===== config.mk =====
export PLATFORM = sky130hd
export DESIGN_NAME = fpu_op_sequencer
export DESIGN_NICKNAME = d
export VERILOG_FILES = /design/src/rtl/fpu_pkg.sv /design/src/rtl/fpu_op_sequencer.sv
export SDC_FILE = /design/constraint.sdc
export NUM_CORES = 1
export LEC_CHECK = 0
export ABC_AREA = 1
export BUFFER_PORTS_ARGS = -buffer_cell sky130_fd_sc_hd__buf_2
export CAP_MARGIN = 20
export CORE_MARGIN = 10
export CORE_UTILIZATION = 40
export CTS_BUF_LIST = sky130_fd_sc_hd__clkbuf_4
export CTS_CLUSTER_DIAMETER = 150
export DETAILED_ROUTE_END_ITERATION = 6
export PLACE_DENSITY = 0.68
export SETUP_SLACK_MARGIN = 0.2
export SYNTH_ARGS = -nofsm -noshare
export SYNTH_HDL_FRONTEND = slang
export SYNTH_SLANG_ARGS = --single-unit
export TNS_END_PERCENT = 50

===== constraint.sdc =====
create_clock -name clk -period 4.2 [get_ports clk]
set_clock_uncertainty 0.1 [all_clocks]
set_input_delay 0.42 -clock clk [delete_from_list [all_inputs] [get_ports clk]]
set_output_delay 0.42 -clock clk [all_outputs]
set_load 0.01 [all_outputs]

===== src/rtl/fpu_pkg.sv =====
// Shared FPU definitions: op codes, the sequencer state encoding and the
// op-class helper that decides which ops need the multi-cycle sequencer.
// Ports: none (package).
package fpu_pkg;

  localparam logic [4:0] FPU_OP_DIV  = 5'd3;
  localparam logic [4:0] FPU_OP_SQRT = 5'd4;

  typedef enum logic [1:0] {
    IDLE = 2'd0,
    RUN  = 2'd1,
    DONE = 2'd2
  } seq_state_t;

  // Anything not explicitly long-latency, including undefined codes, is
  // treated as a single-cycle op and bypasses the sequencer.
  function automatic logic is_multicycle(input logic [4:0] sel);
    return (sel == FPU_OP_DIV) || (sel == FPU_OP_SQRT);
  endfunction

endpackage


===== src/rtl/fpu_op_sequencer.sv =====
// Purpose: issue/stall controller wrapping FDIV/FSQRT on the EX-stage FPU.
// Latency: single-cycle ops 0 added; multi-cycle ops stall LAT+1 cycles, then
//          a one-cycle registered result (result_valid) in cycle LAT+1.
// Backpressure: stall freezes IF/ID/EX while the op runs; flush drops it.
// Ports: issue_valid/sel_fpu/src_a/src_b/rd_in from EX, flush from the hazard
//        logic, fpu_result from the FPU; fpu_a/fpu_b/fpu_ctrl to the FPU,
//        stall/busy to the hazard unit, result_valid/result/rd_out to EX/MEM.
module fpu_op_sequencer
  import fpu_pkg::*;
#(
  parameter int DIV_LAT  = 8,
  parameter int SQRT_LAT = 12
) (
  input  logic        clk,
  input  logic        rst_n,
  input  logic        issue_valid,
  input  logic [4:0]  sel_fpu,
  input  logic [31:0] src_a,
  input  logic [31:0] src_b,
  input  logic [4:0]  rd_in,
  input  logic        flush,
  input  logic [31:0] fpu_result,
  output logic [31:0] fpu_a,
  output logic [31:0] fpu_b,
  output logic [4:0]  fpu_ctrl,
  output logic        stall,
  output logic        busy,
  output logic        result_valid,
  output logic [31:0] result,
  output logic [4:0]  rd_out
);

  localparam int MAX_LAT = (DIV_LAT > SQRT_LAT) ? DIV_LAT : SQRT_LAT;
  localparam int CNT_W   = (MAX_LAT > 1) ? $clog2(MAX_LAT) : 1;

  // Counter holds LAT-1 on the first RUN cycle, so RUN lasts exactly LAT cycles.
  localparam logic [CNT_W-1:0] DIV_LOAD  = CNT_W'(DIV_LAT - 1);
  localparam logic [CNT_W-1:0] SQRT_LOAD = CNT_W'(SQRT_LAT - 1);

  seq_state_t       state_q, state_d;
  logic [CNT_W-1:0] cnt_q;
  logic [31:0]      a_q, b_q;
  logic [4:0]       op_q, rd_q;
  logic             start;

  // Only meaningful in IDLE; RUN/DONE ignore issue_valid because the same
  // instruction is still parked in EX.
  assign start = issue_valid && is_multicycle(sel_fpu) && !flush;
  assign busy  = (state_q != IDLE);

  // State register
  always_ff @(posedge clk or negedge rst_n) begin
    if (!rst_n) state_q <= IDLE;
    else        state_q <= state_d;
  end

  // Next-state logic
  always_comb begin
    state_d = state_q;
    case (state_q)
      IDLE:    if (start) state_d = RUN;
      RUN: begin
        if (flush)              state_d = IDLE;
        else if (cnt_q == '0)   state_d = DONE;
      end
      DONE:    state_d = IDLE;
      default: state_d = IDLE;
    endcase
  end

  // Output logic
  always_comb begin
    fpu_a        = src_a;
    fpu_b        = src_b;
    fpu_ctrl     = sel_fpu;
    stall        = 1'b0;
    result_valid = 1'b0;
    case (state_q)
      IDLE: stall = start;
      RUN: begin
        fpu_a    = a_q;
        fpu_b    = b_q;
        fpu_ctrl = op_q;
        stall    = !flush;
      end
      DONE: begin
        fpu_a        = a_q;
        fpu_b        = b_q;
        fpu_ctrl     = op_q;
        result_valid = !flush;
      end
      default: ;
    endcase
  end

  // Operand capture, latency counter and result register
  always_ff @(posedge clk or negedge rst_n) begin
    if (!rst_n) begin
      cnt_q  <= '0;
      a_q    <= '0;
      b_q    <= '0;
      op_q   <= '0;
      rd_q   <= '0;
      result <= '0;
      rd_out <= '0;
    end else begin
      if (state_q == IDLE && start) begin
        a_q   <= src_a;
        b_q   <= src_b;
        op_q  <= sel_fpu;
        rd_q  <= rd_in;
        cnt_q <= (sel_fpu == FPU_OP_DIV) ? DIV_LOAD : SQRT_LOAD;
      end
      // A flushed op must never reach the result register.
      if (state_q == RUN && !flush) begin
        if (cnt_q == '0) begin
          result <= fpu_result;
          rd_out <= rd_q;
        end else begin
          cnt_q <= cnt_q - CNT_W'(1);
        end
      end
    end
  end

endmodule


=== Yosys cells after proc, flatten, opt, wreduce, memory -nomap -nowiden ===
Cells that the tools add are included.

* Register bits after elaboration: 117
* Input bits: 110
* Output and inout port bits: 109
* Word-level logic and storage cells: 40

* $add $sub $neg: 1
* Eq/ne operators: 6
* Mux-type cells: 13
* Reductions and logical operators: 12

{| class="wikitable"
|+ Operators by type and width
! operator !! number
|-
| $mux W32 || 2
|-
| $mux W4 || 4
|-
| $mux W2 || 3
|-
| $eq A5 B2 Y1 const B || 1
|-
| $eq A5 B3 Y1 const B || 1
|-
| $mux W5 || 1
|-
| $logic_and A1 B1 Y1 || 4
|-
| $logic_not A4 Y1 || 1
|-
| $pmux W2 S2 || 1
|-
| $reduce_and A2 Y1 || 2
|-
| $sub A4 B1 Y4 const B || 1
|-
| $ne A3 B3 Y1 const B || 1
|-
| $eq A2 B1 Y1 const B || 1
|-
| $eq A2 B2 Y1 const B || 1
|-
| $logic_not A2 Y1 || 1
|-
| $ne A2 B2 Y1 const B || 1
|-
| $pmux W1 S2 || 1
|-
| $reduce_bool A2 Y1 || 1
|-
| $reduce_or A2 Y1 || 1
|-
| $logic_not A1 Y1 || 1
|-
| $logic_or A1 B1 Y1 || 1
|-
| $mux W1 || 1
|}

=== Depth between registers and ports, before layout ===
Gate-level depths: netlist (run 1).

* Depth in word-level cells: 8
* Depth in mapped cells: 10
* Depth with buffers taken out: 9

=== Worst setup path before layout (run 1) ===
No wires, ideal clock.

* Kind: register to output
* Start: register state_q[0]
* End: output fpu_a[30]
* Data arrival time: 1.393 ns
* Slack: 2.287 ns
* Stages on the path, launching flop included: 8
* Cells stage by stage: dfrtp_1 inv_1 ha_1 buf_2 buf_2 buf_2 nand2_1 o21ai_0

* Word-level cells in the longest chain between the ends: 3
* Elaborated cells on any way between the ends: 4

{| class="wikitable"
|+ RTL lines
! item !! line !! source
|-
| start: declaration || fpu_op_sequencer.sv:40 || <nowiki>seq_state_t state_q, state_d;</nowiki>
|-
| start signal: assignment || fpu_op_sequencer.sv:54 || <nowiki>else state_q <= state_d;</nowiki>
|-
| $eq A2 B1 Y1 / $eq A2 B2 Y1 (equally long branches) || fpu_op_sequencer.sv:78 || <nowiki>case (state_q)</nowiki>
|-
| $reduce_or A2 Y1 (no line) * || n/a ||
|-
| $mux W32 * || fpu_op_sequencer.sv:78 ||
|-
| end: declaration || fpu_op_sequencer.sv:23 || <nowiki>output logic [31:0] fpu_a,</nowiki>
|}

Mark *: on every way between the ends. The rest lies on a longest branch, timed or not.

=== Worst setup path in the final report (run 1) ===
* Start: register state_q[1]
* End: output fpu_a[13]

Same word-level chain as after synthesis.

==> qor.csv, run 1 <==
metric;value;unit
grt_pass1_wl;22100;um
synth.most_common_cell;nand2_1;
cp_top_family;buffers and inverters;
drc;0;
relSlewSlack;41.5;%
fmax;361;MHz
start_util;40.8;%
grtUsageTotal;14.7;%
rows;42;
irDropWorstVdd;0.000302;V
maxCapViolations;0;
cp_slowest_cell;ha_4;
htree_num_levels;4;
clk_latency;0.50;ns
leakage;4.06;nW
start_kind;flip-flop;
die_area;0.0186;mm^2
finalNetCount;981;
fill_cells;1197;
totalWireLength;14000;um
endpoint;fpu_a[13];
crit_required;3.68;ns
path_buf_inv;3;
tightest_slew;0.877;ns
port_buffers;218;
ant_nets;0;
ys_ff_latch;117;
post-route-util;55.5;%
clkSinkCount;117;
die_w;136;um
r2r_slack;2.19;ns
ys_seq_area_share;54.1;%
synth_top_area_share;54.1;%
whs;0.0733;ns
cts_tree;built;
hold_viol;0;
finalNonFillerCells;1056;
critPathMaxStageDelay;0.55;ns
ys_top_cells_by_area;dfrtp_1 54%, o21ai_0 12%, nand2_1 11%, mux2_2 6.7%, inv_1 6.2%;
gp_congestion;0.784;
worstSetupPathType;flip-flop to output port;
synth.largest_area_cell;dfrtp_1;
ioPinCount;219;
cts_root_buf;clkbuf_4;
grt_start_max_net_pins;139;
synth_edf_count;0;
vias;4740;
slew_viol_final;0;
cts_buffers;17;
syn_avg_cell_area;8.81;um^2
netlist_area;0.00541;mm^2
async_reset_ff_share;100;%
crit_start;state_q[1];
setup_tns;0;ns
wire_per_inst;13.2;um
drt_iter0_drc;174;
status;finished, final reports clean;
cp.arrival;2.25;ns
synth_warnings;0;
crit_fanout;91;
die_h;136;um
r2r_start;state_q[1];
grt-ovfl-total;0;
hp-class;input pin to flip-flop;
path_depth;6;
drt_pass1_iterations;4;
layout-drive-gt1-share;32.9;%
crit_chain;inv_1, ha_4, buf_16, nand2_1, o21ai_0, buf_2;
cellPowerDensity;605;mW/mm^2
place.detailed.hpwl;9600;um
rsz0062_at_grt;no;
antenna_found_initial;1;
period_share;66.0;%
clkTransAtPathRegs;0.11;ns
area_delta_synth_final;35.8;%
synth_common_cells;161 x nand2_1, 132 x o21ai_0, 117 x dfrtp_1;
setup_violations;0;
core_area;0.0132;mm^2
cts_buffer_depth;2;
synthCells;614;
reg2reg_depth;5;
via_per_inst;4.49;
timing.final.crit_period;2.77;ns
yosysUniqueCellTypes;21;
rr_endpoint;b_q[9];
worst_setup_path_end_kind;output port;
grt_pass1_vias;4520;
syn_nets;728;
dp.cells;978;
synth_top_flop_cell;dfrtp_1;
cell type report:
cell class                 instances  area [um^2]  area share (%)
antenna                            1         2.50          0.0341
clock buffer                      19          143            1.94
clock inverter                    12          185            2.52
inverter                          89          334            4.55
multi-input combinational        373         1920            26.2
sequential                       117         2930            39.9
tap                              176          220            3.00
timing repair buffer             269         1610            21.9
through the flow:
stage,instance area (um^2),power [mW],setup WS (ns)
2_1_floorplan,5410,2.75,2.29
3_3_place_gp,6540,3.47,1.73
3_5_place_dp,6540,3.50,1.71
4_1_cts,7320,4.49,1.09
5_1_grt,7350,4.83,1.15
6_report,7350,4.45,1.43
placed cells by master (no fill, tap or decap), types with 2 or more instances in the layout:
| cell | n |
|---|---|
| o21ai_1 | 11 |
| clkinvlp_4 | 2 |
| dlygate4sd3_1 | 45 |
| nand2_1 | 161 |
| clkinv_1 | 4 |
| dfrtp_1 | 117 |
| mux2_2 | 32 |
| bufinv_16 | 5 |
| buf_4 | 6 |
| ha_1 | 3 |
| nor2_1 | 15 |
| clkbuf_4 | 19 |
| nand3_1 | 3 |
| inv_1 | 89 |
| o21ai_0 | 132 |
| buf_2 | 217 |
| a21oi_1 | 8 |
report_power, final:
group / switching (mW) / internal, mW / leakage [nW]
clock: 0.400 / 0.534 / 0.169
combinational: 1.08 / 0.770 / 2.35
sequential: 0.178 / 1.49 / 1.54
cell families after synthesis:
group           after synthesis  share of synthesized area, %
buf+inv                     124                          10.5
flops                       117                          54.1
compound gates              152                          14.2
xor+xnor                      1                         0.162
fa+ha+maj                     4                         0.926
mux                          32                          6.66
simple gates                184                          13.4
registers in the layout, summed over array words and instances, names as in the netlist:
register,count
a_q,32
b_q,32
cnt_q,4
op_q,5
rd_out,5
rd_q,5
result,32
state_q,2
timing repair:
item	4_1_cts	5_1_grt
resized for setup	0	0
buffers inserted	0	0
hold buffers	45	0
endpoints found under the hold margin	110	0
routing by layer:
layer	routed length (um)	vias to the layer above	track usage, %
met1	6060	2125	17.8
met3	1190	14	6.57
li1	-	2448	-
met2	6600	153	23.2
met4	128	0	4.38
met5	0	-	0
worst reg2reg max path: cells and delay by family, from the launching register on:
kind | cells | cell delay [ns]
compound gates | 1 | 0.21
flops | 1 | 0.38
buf+inv | 2 | 0.66
simple gates | 1 | 0.34
fa+ha+maj | 1 | 0.19
worst min path at each step:
stage,startpoint,endpoint,depth (start not counted)
4_1_cts,src_b[21],b_q[21],3
6_report,src_a[10],a_q[10],3
3_5_place_dp,rd_out[2],rd_out[2],2
2_1_floorplan,rst_n,a_q[0],0
3_3_place_gp,op_q[2],op_q[2],2
5_1_grt,src_a[19],a_q[19],3
Power figures use the tool's default switching activity.
==> run 2, diff against run 1 <==
--- a/config.mk
+++ b/config.mk
@@ -13,7 +13,7 @@
 export CTS_BUF_LIST = sky130_fd_sc_hd__clkbuf_4
 export CTS_CLUSTER_DIAMETER = 150
 export DETAILED_ROUTE_END_ITERATION = 6
-export PLACE_DENSITY = 0.68
+export PLACE_DENSITY = 0.71
 export SETUP_SLACK_MARGIN = 0.2
 export SYNTH_ARGS = -nofsm -noshare
 export SYNTH_HDL_FRONTEND = slang
==> constraint.sdc (replaced) <==
create_clock -name clk -period 2.2 [get_ports clk]
set_clock_uncertainty 0.1 [all_clocks]
set_input_delay 0.22 -clock clk [delete_from_list [all_inputs] [get_ports clk]]
set_output_delay 0.22 -clock clk [all_outputs]
set_load 0.01 [all_outputs]
==> qor.csv, run 2 (synthesis results as in run 1) <==
metric;value;unit;change
status;finished, violations left;;was finished, final reports clean
violations;negative setup slack;;
final_cell_mix;215 x buf_2, 148 x nand2_1, 117 x dfrtp_1;;was 217 x buf_2, 161 x nand2_1, 132 x o21ai_0
via_per_inst;4.71;;was 4.49
worstSetupPathType;flip-flop to output port;;unchanged
cts_buffers;17;;unchanged
start_kind;flip-flop;;unchanged
worst_slack;-0.0461;ns;was 1.43 ns
timing.final.crit_period;2.25;ns;
leakage;4.59;nW;was 4.06 nW
drt_iter0_drc;251;;was 174
drt_pass1_iterations;4;;unchanged
area_delta_synth_final;58.8;%;was 35.8%
die_h;136;um;unchanged
crit_required;1.88;ns;was 3.68 ns
totalWireLength;18100;um;was 14000 um
grt_pass1_vias;5321;;was 4520
hp-class;input pin to async pin;;was input pin to flip-flop
swShare;39.6;%;was 37.2%
wire_per_inst;15.9;um;was 13.2 um
gp_congestion;0.749;;was 0.784
grt_pass1_wl;26100;um;was 22100 um
hold_viol;0;;unchanged
r2r_start;state_q[0];;was state_q[1]
reg2reg_depth;8;;was 5
worst_setup_path_end_kind;output port;;unchanged
p_comb_share;49.4;%;was 41.6%
post-route-util;64.8;%;was 55.5%
irDropWorstVdd;0.000612;V;was 0.000302 V
relSlewSlack;59.8;%;was 41.5%
die_w;136;um;unchanged
cts_tree;built;;unchanged
grt_start_max_net_pins;54;;was 139
reg_top3;a_q x32, b_q x32, result x32;;unchanged
vias;5364;;was 4740
drc;0;;unchanged
fmax;445;MHz;
clkTransAtPathRegs;0.13;ns;was 0.11 ns
ant_nets;0;;unchanged
grtUsageTotal;17.6;%;was 14.7%
power.switching;3.89;mW;was 1.66 mW
setup_tns;-0.413;ns;was 0 ns
place.detailed.hpwl;10100;um;was 9600 um
period_share;102;%;
slew_viol_final;0;;unchanged
p_int;5.93;mW;was 2.79 mW
grt-ovfl-total;0;;unchanged
clkSinkCount;117;;unchanged
ioPinCount;219;;unchanged
clk_latency;0.55;ns;was 0.50 ns
core_area;0.0132;mm^2;unchanged
htree_num_levels;4;;unchanged
cellPowerDensity;1140;mW/mm^2;was 605 mW/mm^2
die_area;0.0186;mm^2;unchanged
rows;42;;unchanged
p_seq_share;33.2;%;was 37.5%
rr_endpoint;result[8];;was b_q[9]
port_buffers;218;;unchanged
rsz0062_at_grt;yes;;was no
crit_fanout;30;;was 91
final_common_cell;buf_2;;unchanged
maxCapViolations;0;;unchanged
setup_violations;24;;was 0
finalNetCount;1063;;was 981
antenna_found_initial;2;;was 1
p_clk_share;17.3;%;was 21.0%
r2r_slack;0.28;ns;was 2.19 ns
layout-drive-gt1-share;38.6;%;was 32.9%
cp.arrival;1.93;ns;was 2.25 ns
cts_root_buf;clkbuf_4;;unchanged
tightest_slew;0.604;ns;was 0.877 ns
cts_buffer_depth;2;;unchanged
start_util;40.8;%;unchanged
-- run 2: power groups by stage --
| stage | Sequential (mW) | Combinational [mW] | Clock (mW) |
|---|---|---|---|
| floorplan | 3.27 | 1.99 | 0 |
| CTS | 3.22 | 3.95 | 1.75 |
| global placement | 3.20 | 3.53 | 0 |
| detailed placement | 3.22 | 3.58 | 0 |
| global route | 3.36 | 5.27 | 1.86 |
| finish | 3.26 | 4.86 | 1.70 |
-- run 2: worst max path at each step --
stage | startpoint | to | slack (ns)
detailed placement | state_q[1] | result[12] | 0.34
global placement | state_q[1] | result[16] | 0.38
finish | state_q[1] | fpu_a[21] | -0.05
CTS | state_q[0] | fpu_a[30] | -0.09
floorplan | state_q[0] | fpu_a[30] | 0.49
global route | state_q[1] | fpu_b[14] | -0.18
-- run 2: layout make-up --
cell class              instances  area (um^2)
fillers                      1021         4660
flip-flops and latches        117         2930
repair buffers                351         2640
multi-input cells             373         2160
inverters                      89          334
well taps                     176          220
clock inverters                15          180
clock buffers                  17          128
diodes                          2         5.00
-- run 2: layer usage --
metal / track usage (%) / routed length, um / vias up
met5: 0 / 0 / -
met4: 6.98 / 435 / 0
met3: 6.31 / 1210 / 32
met2: 30.4 / 9640 / 164
met1: 19.2 / 6810 / 2531
li1: - / - / 2637
-- run 2: critical path, stage by stage, from the launching register on --
cell and delay (ns):
dfrtp_1 0.39, inv_2 0.06, ha_4 0.34, buf_12 0.20
nand2_1 0.13, o21ai_4 0.08, buf_2 0.16
-- run 2: per-stage QoR --
| stage | cell area [um^2] | hold slack [ns] | power (mW) | setup slack, ns | std cells |
|---|---|---|---|---|---|
| 2_1_floorplan | 5410 | -0.176 | 5.26 | 0.487 | 614 |
| 3_3_place_gp | 6640 | 0.166 | 6.73 | 0.376 | 981 |
| 3_5_place_dp | 6640 | 0.164 | 6.80 | 0.340 | 981 |
| 4_1_cts | 8170 | 0.0611 | 8.92 | -0.0935 | 1128 |
| 5_1_grt | 8590 | 0.103 | 10.5 | -0.184 | 1140 |
| 6_report | 8590 | 0.114 | 9.82 | -0.0461 | 1140 |
-- run 2: repair_timing --
item | CTS | global route
buffers inserted | 5 | 2
cloned | 2 | 8
gates resized for setup | 51 | 94
endpoints found under the hold margin | 204 | 0
setup endpoints to repair | 70 | 103
hold buffers | 108 | 0
pin swaps | 11 | 25
==> run 3, diff against run 2 <==
--- a/config.mk
+++ b/config.mk
@@ -13,8 +13,11 @@
 export CTS_BUF_LIST = sky130_fd_sc_hd__clkbuf_4
 export CTS_CLUSTER_DIAMETER = 150
 export DETAILED_ROUTE_END_ITERATION = 6
+export GPL_TIMING_DRIVEN = 0
 export PLACE_DENSITY = 0.71
+export REMOVE_ABC_BUFFERS = 1
 export SETUP_SLACK_MARGIN = 0.2
+export SKIP_CTS_REPAIR_TIMING = 1
 export SYNTH_ARGS = -nofsm -noshare
 export SYNTH_HDL_FRONTEND = slang
 export SYNTH_SLANG_ARGS = --single-unit
==> qor.csv, run 3 (synthesis results as in run 1) <==
metric;value;unit;change
place.detailed.hpwl;10200;um;was 10100 um
crit_required;1.88;ns;about the same
cp_slowest_cell;dfrtp_1;;unchanged
relSlewSlack;55.4;%;was 59.8%
min_from;sel_fpu[4];;
hp-class;input pin to flip-flop;;was input pin to async pin
status;finished, violations left;;unchanged
die_w;136;um;unchanged
die_area;0.0186;mm^2;unchanged
slew_viol_final;0;;unchanged
setup_violations;28;;was 24
worst_setup_path_end_kind;output port;;unchanged
grt_start_max_net_pins;113;;was 54
violations;negative setup slack;;unchanged
cts_buffer_depth;2;;unchanged
cts_tree;built;;unchanged
cp.arrival;1.95;ns;was 1.93 ns
rows;42;;unchanged
wire_per_inst;16.7;um;was 15.9 um
reg_top3;a_q x32, b_q x32, result x32;;unchanged
rr_endpoint;cnt_q[3];;was result[8]
drt_pass1_iterations;4;;unchanged
power.total;8.75;mW;was 9.82 mW
ioPinCount;219;;unchanged
r2r_start;state_q[1];;was state_q[0]
finalNonFillerCells;1134;;was 1140
drc;0;;unchanged
clk_latency;0.52;ns;was 0.55 ns
clkSinkCount;117;;unchanged
worstSetupPathType;flip-flop to output port;;unchanged
drt_iter0_drc;229;;was 251
via_per_inst;4.73;;was 4.71
whs_endpoint;op_q[2];;
grt_pass1_wl;21300;um;was 26100 um
totalWireLength;18900;um;was 18100 um
ant_nets;0;;unchanged
area_delta_synth_final;51.1;%;was 58.8%
start_kind;flip-flop;;unchanged
final_area;0.00817;mm^2;was 0.00859 mm^2
hold_viol;0;;unchanged
layout-drive-gt1-share;32.2;%;was 38.6%
die_h;136;um;unchanged
cts_root_buf;clkbuf_4;;unchanged
worst_slack;-0.0715;ns;was -0.0461 ns
dp.cells;977;;was 981
min_path_cells;5;;
clkTransAtPathRegs;0.09;ns;was 0.13 ns
timing.final.crit_period;2.27;ns;was 2.25 ns
rsz0062_at_grt;yes;;unchanged
final_cell_mix;218 x buf_2, 161 x nand2_1, 117 x dfrtp_1;;was 215 x buf_2, 148 x nand2_1, 117 x dfrtp_1
gp_congestion;0.811;;was 0.749
dpl_cell_area;0.00661;mm^2;was 0.00664 mm^2
cts_buffers;17;;unchanged
grtUsageTotal;14.3;%;was 17.6%
setup_tns;-0.521;ns;was -0.413 ns
port_buffers;218;;unchanged
core_area;0.0132;mm^2;unchanged
vias;5359;;was 5364
start_util;40.8;%;unchanged
grt_pass1_vias;4298;;was 5321
irDropWorstVdd;0.000475;V;was 0.000612 V
fmax;440;MHz;was 445 MHz
leakage;4.41;nW;was 4.59 nW
finalNetCount;1062;;was 1063
grt-ovfl-total;0;;unchanged
cellPowerDensity;1070;mW/mm^2;was 1140 mW/mm^2
period_share;103;%;was 102%
htree_num_levels;4;;unchanged
antenna_found_initial;1;;was 2
crit_chain;inv_2, ha_4, buf_12, clkbuf_16, nand2_1, o21ai_1, buf_2;;was inv_2, ha_4, buf_12, nand2_1, o21ai_4, buf_2
reg2reg_depth;11;;was 8
final_common_cell;buf_2;;unchanged
whs;0.0416;ns;was 0.114 ns
tightest_slew;0.667;ns;was 0.604 ns
r2r_slack;0.34;ns;was 0.28 ns
maxCapViolations;0;;unchanged
critPathMaxStageDelay;0.40;ns;was 0.39 ns
crit_fanout;14;;was 30
[run 3: cell types whose count changed in the layout (fill, tap and decap cells not counted), moves of 6 or more]
cell      before  now
clkinv_1       0    6
o21ai_1       39   67
o21ai_0       63   76
clkinv_4       6    0
o21ai_2       37    0
nand2_2       14    1
nand2_1      148  161
[run 3: routing by layer]
layer	vias up	track usage, %	wire length, um
met4	0	5.68	230
met5	-	0	0
met1	2504	17.3	7800
met2	222	21.5	9160
li1	2617	-	-
met3	16	6.75	1720
[run 3: per-stage QoR]
stage          setup WS (ns)  utilization, %
2_1_floorplan          -1.02               -
3_3_place_gp           -2.15            49.0
3_5_place_dp         -0.0881            49.9
4_1_cts               -0.386            51.3
5_1_grt               -0.214            61.7
6_report             -0.0715            61.7
[run 3: cell type report]
cell class                 instances  area (um^2)
clock inverter                    10         45.0
tap                              176          220
antenna                            1         2.50
sequential                       117         2930
fill                            1073         5070
clock buffer                      18          135
timing repair buffer             348         2530
inverter                          89          334
multi-input combinational        375         1980
[run 3: how the worst max path moves through the flow]
| stage | startpoint | end |
|---|---|---|
| 2_1_floorplan | state_q[0] | fpu_a[0] |
| 3_3_place_gp | state_q[0] | fpu_b[11] |
| 3_5_place_dp | state_q[1] | result[13] |
| 4_1_cts | state_q[0] | fpu_a[17] |
| 5_1_grt | state_q[1] | fpu_b[30] |
| 6_report | state_q[1] | fpu_b[30] |
[run 3: worst max-delay path, delay by kind of cell (launching register included)]
| family | cells | cell delay, ns |
|---|---|---|
| buffers and inverters | 4 | 0.57 |
| DFF | 1 | 0.40 |
| adders and majority gates | 1 | 0.27 |
| AOI/OAI and AO/OA | 1 | 0.10 |
| and+or+nand+nor | 1 | 0.07 |
[run 3: where the power goes]
part           total, mW  switching (mW)  internal (mW)
clock network       1.16           0.758          0.403
logic               4.33            2.41           1.92
registers           3.25           0.389           2.87
total               8.75            3.56           5.19
